===== src/rtl/spi_pixel_rx_pkg.sv =====
// spi_pixel_rx_pkg: shared types and constants for the SPI pixel receiver.
package spi_pixel_rx_pkg;
    localparam int PIX_W       = 24;
    localparam int CMD_SOF_BIT = 0;
    typedef enum logic [2:0] {IDLE, CMD, PIX_R, PIX_G, PIX_B, FLUSH} state_e;
    typedef struct packed {
        logic              tuser;
        logic              tlast;
        logic [PIX_W-1:0]  rgb;
    } entry_t;
endpackage


===== src/rtl/spi_pixel_rx_if.sv =====
// spi_pixel_rx_if: AXI4-Stream pixel channel carrying {R,G,B} with SOF/EOL marks.
interface spi_pixel_rx_if;
    import spi_pixel_rx_pkg::*;
    logic [PIX_W-1:0] tdata;
    logic             tvalid;
    logic             tready;
    logic             tuser;
    logic             tlast;
    modport master(output tdata, tvalid, tuser, tlast, input tready);
    modport slave(input tdata, tvalid, tuser, tlast, output tready);
endinterface


===== src/rtl/spi_pixel_rx_fifo.sv =====
// spi_pixel_rx_fifo: synchronous FIFO, pointers carry an extra wrap bit; push on full accepted only with a pop.
module spi_pixel_rx_fifo #(
    parameter int DEPTH = 16,
    parameter int W     = 26
) (
    input  logic                   clk,
    input  logic                   rst,
    input  logic                   wr_i,
    input  logic                   rd_i,
    input  logic [W-1:0]           wdata_i,
    output logic [W-1:0]           rdata_o,
    output logic                   full_o,
    output logic                   empty_o,
    output logic [$clog2(DEPTH):0] level_o
);
    localparam int AW = $clog2(DEPTH);
    logic [W-1:0] mem_q [DEPTH];
    logic [AW:0]  wp_q, rp_q;
    logic         we, re;
    assign level_o = wp_q - rp_q;
    assign full_o  = level_o == (AW+1)'(DEPTH);
    assign empty_o = wp_q == rp_q;
    assign we      = wr_i && (!full_o || rd_i);
    assign re      = rd_i && !empty_o;
    assign rdata_o = empty_o ? '0 : mem_q[rp_q[AW-1:0]];
    always_ff @(posedge clk or posedge rst)
        if (rst) begin
            wp_q <= '0;
            rp_q <= '0;
        end else begin
            if (we) wp_q <= wp_q + 1'b1;
            if (re) rp_q <= rp_q + 1'b1;
        end
    always_ff @(posedge clk)
        if (we) mem_q[wp_q[AW-1:0]] <= wdata_i;
endmodule


===== src/rtl/spi_pixel_rx.sv =====
// spi_pixel_rx: SPI mode-0 slave turning one CS_n burst (CMD byte + RGB bytes) into an AXIS video line.
// Optional status readout on miso during the CMD byte when SPI_PIXEL_RX_STATUS_EN is defined.
module spi_pixel_rx
    import spi_pixel_rx_pkg::*;
#(
    parameter int FIFO_DEPTH  = 16,
    parameter int SYNC_STAGES = 3
) (
    input  logic sysclk,
    input  logic rst,
    input  logic sclk_i,
    input  logic mosi_i,
    input  logic cs_n_i,
    output logic miso_o,
    output logic overflow_o,
    output logic frame_err_o,
    spi_pixel_rx_if.master m_axis
);
    localparam int LW = $clog2(FIFO_DEPTH) + 1;
    logic [SYNC_STAGES:0]   sclk_q, cs_q;
    logic [SYNC_STAGES-1:0] mosi_q;
    state_e                 st_q;
    logic [2:0]             cnt_q;
    logic [6:0]             sr_q;
    logic [7:0]             r_q, g_q, byte_w;
    logic [PIX_W:0]         hold_q;
    logic                   hold_v_q, sof_q, part_q, push_q, ovf_q, ferr_q;
    entry_t                 push_data_q, rd_data;
    logic                   fifo_full, fifo_empty;
    logic [LW-1:0]          fifo_level;
    logic                   rise, cs_fall, cs_rise, byte_done, active, pop, drop;

    // The top bit of each chain is the previous synced value, used only for edge detection.
    always_ff @(posedge sysclk or posedge rst)
        if (rst) begin
            sclk_q <= '0;
            cs_q   <= '1;
            mosi_q <= '0;
        end else begin
            sclk_q <= {sclk_q[SYNC_STAGES-1:0], sclk_i};
            cs_q   <= {cs_q[SYNC_STAGES-1:0], cs_n_i};
            mosi_q <= {mosi_q[SYNC_STAGES-2:0], mosi_i};
        end

    assign rise      = sclk_q[SYNC_STAGES-1] & ~sclk_q[SYNC_STAGES];
    assign cs_fall   = ~cs_q[SYNC_STAGES-1] & cs_q[SYNC_STAGES];
    assign cs_rise   = cs_q[SYNC_STAGES-1] & ~cs_q[SYNC_STAGES];
    assign byte_w    = {sr_q, mosi_q[SYNC_STAGES-1]};
    assign byte_done = rise && cnt_q == 3'd7;
    assign active    = st_q inside {CMD, PIX_R, PIX_G, PIX_B};
    assign pop       = m_axis.tvalid & m_axis.tready;
    assign drop      = push_q & fifo_full & ~pop;

    always_ff @(posedge sysclk or posedge rst)
        if (rst) begin
            st_q        <= IDLE;
            cnt_q       <= '0;
            sr_q        <= '0;
            r_q         <= '0;
            g_q         <= '0;
            hold_q      <= '0;
            hold_v_q    <= 1'b0;
            sof_q       <= 1'b0;
            part_q      <= 1'b0;
            push_q      <= 1'b0;
            push_data_q <= '0;
            ovf_q       <= 1'b0;
            ferr_q      <= 1'b0;
        end else begin
            push_q <= 1'b0;
            if (drop) ovf_q <= 1'b1;
            if (rise && active) begin
                sr_q  <= byte_w[6:0];
                cnt_q <= cnt_q + 3'd1;
            end
            case (st_q)
                IDLE: begin
                    cnt_q <= '0;
                    if (cs_fall) st_q <= CMD;
                end
                FLUSH: begin
                    push_q      <= hold_v_q;
                    push_data_q <= {hold_q[PIX_W], 1'b1, hold_q[PIX_W-1:0]};
                    hold_v_q    <= 1'b0;
                    if (part_q) ferr_q <= 1'b1;
                    st_q        <= IDLE;
                end
                default:
                    if (cs_rise) begin
                        part_q <= st_q inside {PIX_G, PIX_B};
                        st_q   <= FLUSH;
                    end else if (byte_done) begin
                        if (st_q == CMD) begin
                            sof_q <= byte_w[CMD_SOF_BIT];
                            if (byte_w[CMD_SOF_BIT]) begin
                                ovf_q  <= 1'b0;
                                ferr_q <= 1'b0;
                            end
                            st_q <= PIX_R;
                        end else if (st_q == PIX_R) begin
                            r_q  <= byte_w;
                            st_q <= PIX_G;
                        end else if (st_q == PIX_G) begin
                            g_q  <= byte_w;
                            st_q <= PIX_B;
                        end else begin
                            push_q      <= hold_v_q;
                            push_data_q <= {hold_q[PIX_W], 1'b0, hold_q[PIX_W-1:0]};
                            hold_q      <= {sof_q, r_q, g_q, byte_w};
                            hold_v_q    <= 1'b1;
                            sof_q       <= 1'b0;
                            st_q        <= PIX_R;
                        end
                    end
            endcase
        end

    spi_pixel_rx_fifo #(.DEPTH(FIFO_DEPTH), .W($bits(entry_t))) u_fifo (
        .clk(sysclk),
        .rst(rst),
        .wr_i(push_q),
        .rd_i(pop),
        .wdata_i(push_data_q),
        .rdata_o(rd_data),
        .full_o(fifo_full),
        .empty_o(fifo_empty),
        .level_o(fifo_level)
    );

    assign m_axis.tvalid = !fifo_empty;
    assign {m_axis.tuser, m_axis.tlast, m_axis.tdata} = rd_data;
    assign overflow_o  = ovf_q;
    assign frame_err_o = ferr_q;

`ifdef SPI_PIXEL_RX_STATUS_EN
    logic       fall, miso_q;
    logic [6:0] stat_q;
    logic [3:0] lvl_sat;
    logic [7:0] status;
    assign fall    = ~sclk_q[SYNC_STAGES-1] & sclk_q[SYNC_STAGES];
    assign lvl_sat = 32'(fifo_level) > 15 ? 4'hF : 4'(fifo_level);
    assign status  = {ovf_q, ferr_q, fifo_full, fifo_empty, lvl_sat};
    always_ff @(posedge sysclk or posedge rst)
        if (rst) {miso_q, stat_q} <= '0;
        else if (st_q == IDLE && cs_fall) {miso_q, stat_q} <= status;
        else if (st_q == CMD) begin
            if (fall) {miso_q, stat_q} <= {stat_q, 1'b0};
        end else miso_q <= 1'b0;
    assign miso_o = miso_q;
`else
    logic unused_level;
    assign unused_level = ^fifo_level;
    assign miso_o       = 1'b0;
`endif
endmodule


===== src/flat_wrapper.sv =====
// flat-port wrapper written by rule: the top's interface ports become plain ports
module spi_pixel_rx_flat import spi_pixel_rx_pkg::*;
#(
    parameter int FIFO_DEPTH  = 16,
    parameter int SYNC_STAGES = 3
)
  (sysclk, rst, sclk_i, mosi_i, cs_n_i, miso_o, overflow_o, frame_err_o, m_axis_tdata, m_axis_tvalid, m_axis_tuser, m_axis_tlast, m_axis_tready);
  spi_pixel_rx_if m_axis_i ();
  input  logic sysclk;
  input  logic rst;
  input  logic sclk_i;
  input  logic mosi_i;
  input  logic cs_n_i;
  output logic miso_o;
  output logic overflow_o;
  output logic frame_err_o;
  output wire logic [$bits(m_axis_i.tdata)-1:0] m_axis_tdata;
  output wire logic [$bits(m_axis_i.tvalid)-1:0] m_axis_tvalid;
  output wire logic [$bits(m_axis_i.tuser)-1:0] m_axis_tuser;
  output wire logic [$bits(m_axis_i.tlast)-1:0] m_axis_tlast;
  input wire logic [$bits(m_axis_i.tready)-1:0] m_axis_tready;
  assign m_axis_tdata = m_axis_i.tdata;
  assign m_axis_tvalid = m_axis_i.tvalid;
  assign m_axis_tuser = m_axis_i.tuser;
  assign m_axis_tlast = m_axis_i.tlast;
  assign m_axis_i.tready = m_axis_tready;
  spi_pixel_rx #(.FIFO_DEPTH(FIFO_DEPTH), .SYNC_STAGES(SYNC_STAGES)) u_core (.sysclk(sysclk), .rst(rst), .sclk_i(sclk_i), .mosi_i(mosi_i), .cs_n_i(cs_n_i), .miso_o(miso_o), .overflow_o(overflow_o), .frame_err_o(frame_err_o), .m_axis(m_axis_i));
endmodule

===== config.mk =====
export PLATFORM = sky130hd
export DESIGN_NAME = spi_pixel_rx_flat
export DESIGN_NICKNAME = d
export VERILOG_FILES = /design/src/rtl/spi_pixel_rx_pkg.sv /design/src/rtl/spi_pixel_rx_if.sv /design/src/rtl/spi_pixel_rx_fifo.sv /design/src/rtl/spi_pixel_rx.sv /design/src/flat_wrapper.sv
export SDC_FILE = /design/constraint.sdc
export NUM_CORES = 1
export LEC_CHECK = 0
export CAP_MARGIN = 0
export CORE_ASPECT_RATIO = 1.25
export CORE_UTILIZATION = 40
export DETAILED_ROUTE_END_ITERATION = 10
export MAX_ROUTING_LAYER = met4
export PLACE_DENSITY = 0.6
export SYNTH_ARGS = -nofsm -noshare
export SYNTH_HDL_FRONTEND = slang
export SYNTH_SLANG_ARGS = --single-unit

===== constraint.sdc =====
create_clock -name sysclk -period 5.29 [get_ports sysclk]
set_input_delay 0.529 -clock sysclk [delete_from_list [all_inputs] [get_ports sysclk]]
set_output_delay 0.529 -clock sysclk [all_outputs]
set_load 0.01 [all_outputs]

==> qor.txt <==
==================================================================================
Number of sinks driven by the clock tree                                       523
Number of antenna violations at the first check in global routing                0
Crit path kind                                                        flop to output pin
Gate count of the mapped netlist                                              1024
Number of nets in the final layout                                            1098
Level count of the clock H-tree                                                  2
Area of the multi-input gates                                           5000 sq um
Layout filler cell count                                                      4170
ANT nets after route                                                             0
Switching portion of total power                                             27.4%
Post-synth top area share                                                    61.5%
Diode count                                                                      0
First-pass DRT Iterations                                                        5
Core area                                                              50300 sq um
Count of different cell masters after synthesis                                 48
Number of buffers inserted by hold repair at cts                                 0
Final GP Congestion                                                          0.723
# port buffers                                                                  34
Data required, critical path                                               4.76 ns
Areal power density over the cells                                     441 nW/um^2
Setup TNS after final layout                                                  0 ns
I/O pin count                                                                   36
Fraction of registers with async set/reset                                   20.5%
Nature of the critical path startpoint                                        flop
Max-slew violation total from the final report                                   0
Combined global-route utilization of all metal layers                        16.7%
Horizontal extent of the die                                                204 um
Transition time of the tightest slew-check pin                             1.13 ns
Max-slew headroom                                                            24.8%
Min Clock Period, post-route                                               4.13 ns
Power Internal                                                             7.41 mW
Overflow after GRT                                                               0
Total of warnings raised by yosys                                                0
Fraction of power consumed by the clock network                              33.6%
Starting utilization of the core area                                        40.4%
Total length of routed wires                                              40500 um
Wire length per cell after detailed routing                                22.7 um
Largest clock skew in the final design                                   0.0239 ns
Mean post-synth cell area                                               19.8 sq um
Sequential group share of total power                                        45.1%
Part of the cycle the worst path needs                                       78.1%
Via total after detailed routing                                              9438
Synthesis-stage register bit count                                             523
Path type of the worst min-delay path                                 flop to flop
Clock root buffer master                                                 clkbuf_16
Synth Flop Type                                                           edfxtp_1
Min Hold Slack                                                            0.351 ns
Setup crit end kind                                                     output pin
Unrepaired setup endpoints after global routing                                 no
Share of layout cells above drive strength 1                                 27.6%
Standard-cell row count                                                         92
Register Area                                                          15200 sq um
Sequential area share after synthesis                                        74.7%
Violation count after the first detailed-routing iteration                     724
Summed instance area of the synthesized netlist                        20300 sq um
Net Switching                                                              2.80 mW
Wire length of the first global-routing pass                              62300 um
Height of the die                                                           254 um
Lkg Pwr                                                                    8.52 nW
Number of enable-type register cells in the synthesized netlist                416
DP HPWL                                                                   22000 um
Via count of the first global-routing pass                                   10100
Area enclosed by the die boundary                                      51700 sq um
Worst voltage drop across the vdd grid                                  0.000400 V
Run status                                                            finished clean
Endpoint arrival time on the critical path                                 3.60 ns
Signed area change from the synthesized netlist to the final layout          13.9%
Fin. Hold Viols                                                                  0
Post-synth top area cell                                                  edfxtp_1
TritonCTS clock tree                                                          done
Ranking of synthesized cells by area                                  edfxtp_1 (61%), dfrtp_1 (13%), mux4_2 (12%), mux2_2 (4.0%), mux2i_1 (1.4%)
Post-CTS resize count                                                            0
Number of failing setup endpoints in the final timing report                     0
Buffers inserted by post-CTS timing repair                                       0
Max-capacitance violation count                                                  0
Clock-pin transition on the worst setup and hold timing paths              0.07 ns
Ratio of routed vias to standard cells                                        5.30
Maximum fanout encountered on the critical timing path                          67
Insertion delay of the later-clocked pin in the worst-skew pair            0.57 ns
Net Count, Synth                                                              1041
Max Freq                                                                   242 MHz
Clock buffer count from CTS                                                     49
Share of total power in combinational logic                                  21.3%
Maximum buffer depth of the clock tree                                           3
Largest net degree at the start of global routing                              108
Count of unresolved DRC violations after routing                                 0
==================================================================================
[critical path: stages (launching register included)]
cell	delay, ns
dfrtp_4	0.57
buf_4	0.82
mux4_2	0.36
mux2i_1	0.09
a211oi_1	0.49
clkdlybuf4s50_1	0.63
[cell families after synthesis]
logic type | after synthesis | share of synthesized area (%)
AO/OA/AOI/OAI | 60 | 2.34
multiplexers | 206 | 17.0
other | 1 | 0.0185
AND/OR/NAND/NOR | 149 | 3.50
XOR/XNOR | 11 | 0.474
buffers and inverters | 63 | 1.32
flip-flops | 523 | 74.7
adder cells (fa/ha/maj) | 11 | 0.677
[flip-flops by register name, summed over array words and instances, names as in the netlist, 3 cells and up]
name / cells
u_core.u_fifo.mem_q: 416
u_core.push_data_q: 26
u_core.hold_q: 25
u_core.g_q: 8
u_core.r_q: 8
u_core.sr_q: 7
u_core.u_fifo.rp_q: 5
u_core.u_fifo.wp_q: 5
u_core.cs_q: 4
u_core.sclk_q: 4
u_core.cnt_q: 3
u_core.mosi_q: 3
u_core.st_q: 3
[cells in the final DEF (no fill, tap or decap), drive strengths merged, types with 2 or more instances in the layout]
cell type / instances
a211oi: 26
a21boi: 2
a21o: 2
a21oi: 10
and3: 28
buf: 24
bufinv: 3
clkbuf: 67
clkdlybuf4s50: 34
clkinv: 16
clkinvlp: 4
dfrtp: 103
dfstp: 4
edfxtp: 416
ha: 11
inv: 13
mux2: 74
mux2i: 28
mux4: 104
nand2: 71
nand2b: 3
nand3: 4
nand4: 3
nor2: 23
nor2b: 4
nor3: 7
nor4: 2
o21ai: 9
o311ai: 6
xnor2: 7
xor2: 4
[cell usage after synthesis (all sizes together), types with 22 or more instances]
master and n:
edfxtp 416, mux4 104, dfrtp 103, mux2 74, nand2 71, buf 30
and3 28, mux2i 28, a211oi 26, nor2 23, clkbuf 22
[cell type report]
cell class | instances | area share (%)
flip-flops and latches | 523 | 65.6
multi-input cells | 438 | 21.6
clock buffers | 67 | 5.80
well taps | 658 | 3.56
repair buffers | 58 | 2.30
clock inverters | 25 | 1.01
inverters | 11 | 0.189
[path summary, 6_finish.rpt]
| kind | endpoint | start | cells past startpoint | slack [ns] |
|---|---|---|---|---|
| worst min-delay path | u_core.mosi_q[1] | u_core.mosi_q[0] | 0 | 0.35 |
| min in group asynchronous | u_core.push_data_q[3] | rst | 2 | 0.45 |
| max in group asynchronous | u_core.push_data_q[9] | rst | 3 | 3.71 |
| worst max-delay path | m_axis_tdata[1] | u_core.u_fifo.rp_q[1] | 5 | 1.16 |
| worst max register to register | u_core.u_fifo.mem_q[14][5] | u_core.u_fifo.rp_q[1] | 8 | 1.54 |
| worst min register to register | u_core.mosi_q[1] | u_core.mosi_q[0] | 0 | 0.35 |
[power by group through the flow]
| stage | logic (mW) | clock network, mW | registers, mW |
|---|---|---|---|
| 2_1_floorplan | 1.54 | 0 | 4.59 |
| 3_3_place_gp | 2.24 | 0 | 4.69 |
| 3_5_place_dp | 2.25 | 0 | 4.69 |
| 4_1_cts | 2.26 | 3.50 | 4.60 |
| 5_1_grt | 2.37 | 3.64 | 4.61 |
| 6_report | 2.18 | 3.43 | 4.60 |
[layer usage]
| layer | wire length, um | track usage (%) | vias to the layer above |
|---|---|---|---|
| met4 | 923 | 4.85 | 0 |
| met1 | 16400 | 19.9 | 5006 |
| li1 | - | - | 4205 |
| met3 | 1550 | 2.59 | 57 |
| met2 | 21600 | 29.4 | 170 |
| met5 | 0 | - | - |
[stage by stage]
step | instance area, sq um | utilization [%] | worst slack, ns | cells | power [mW]
2_1_floorplan | 20300 | - | 0.528 | 1024 | 6.13
3_3_place_gp | 21600 | 42.9 | 1.54 | 1688 | 6.93
3_5_place_dp | 21600 | 42.9 | 1.54 | 1688 | 6.93
4_1_cts | 23200 | 46.0 | 1.01 | 1780 | 10.4
5_1_grt | 23200 | 46.0 | 1.05 | 1780 | 10.6
6_report | 23200 | 46.0 | 1.16 | 1780 | 10.2
Power figures use the tool's default switching activity.
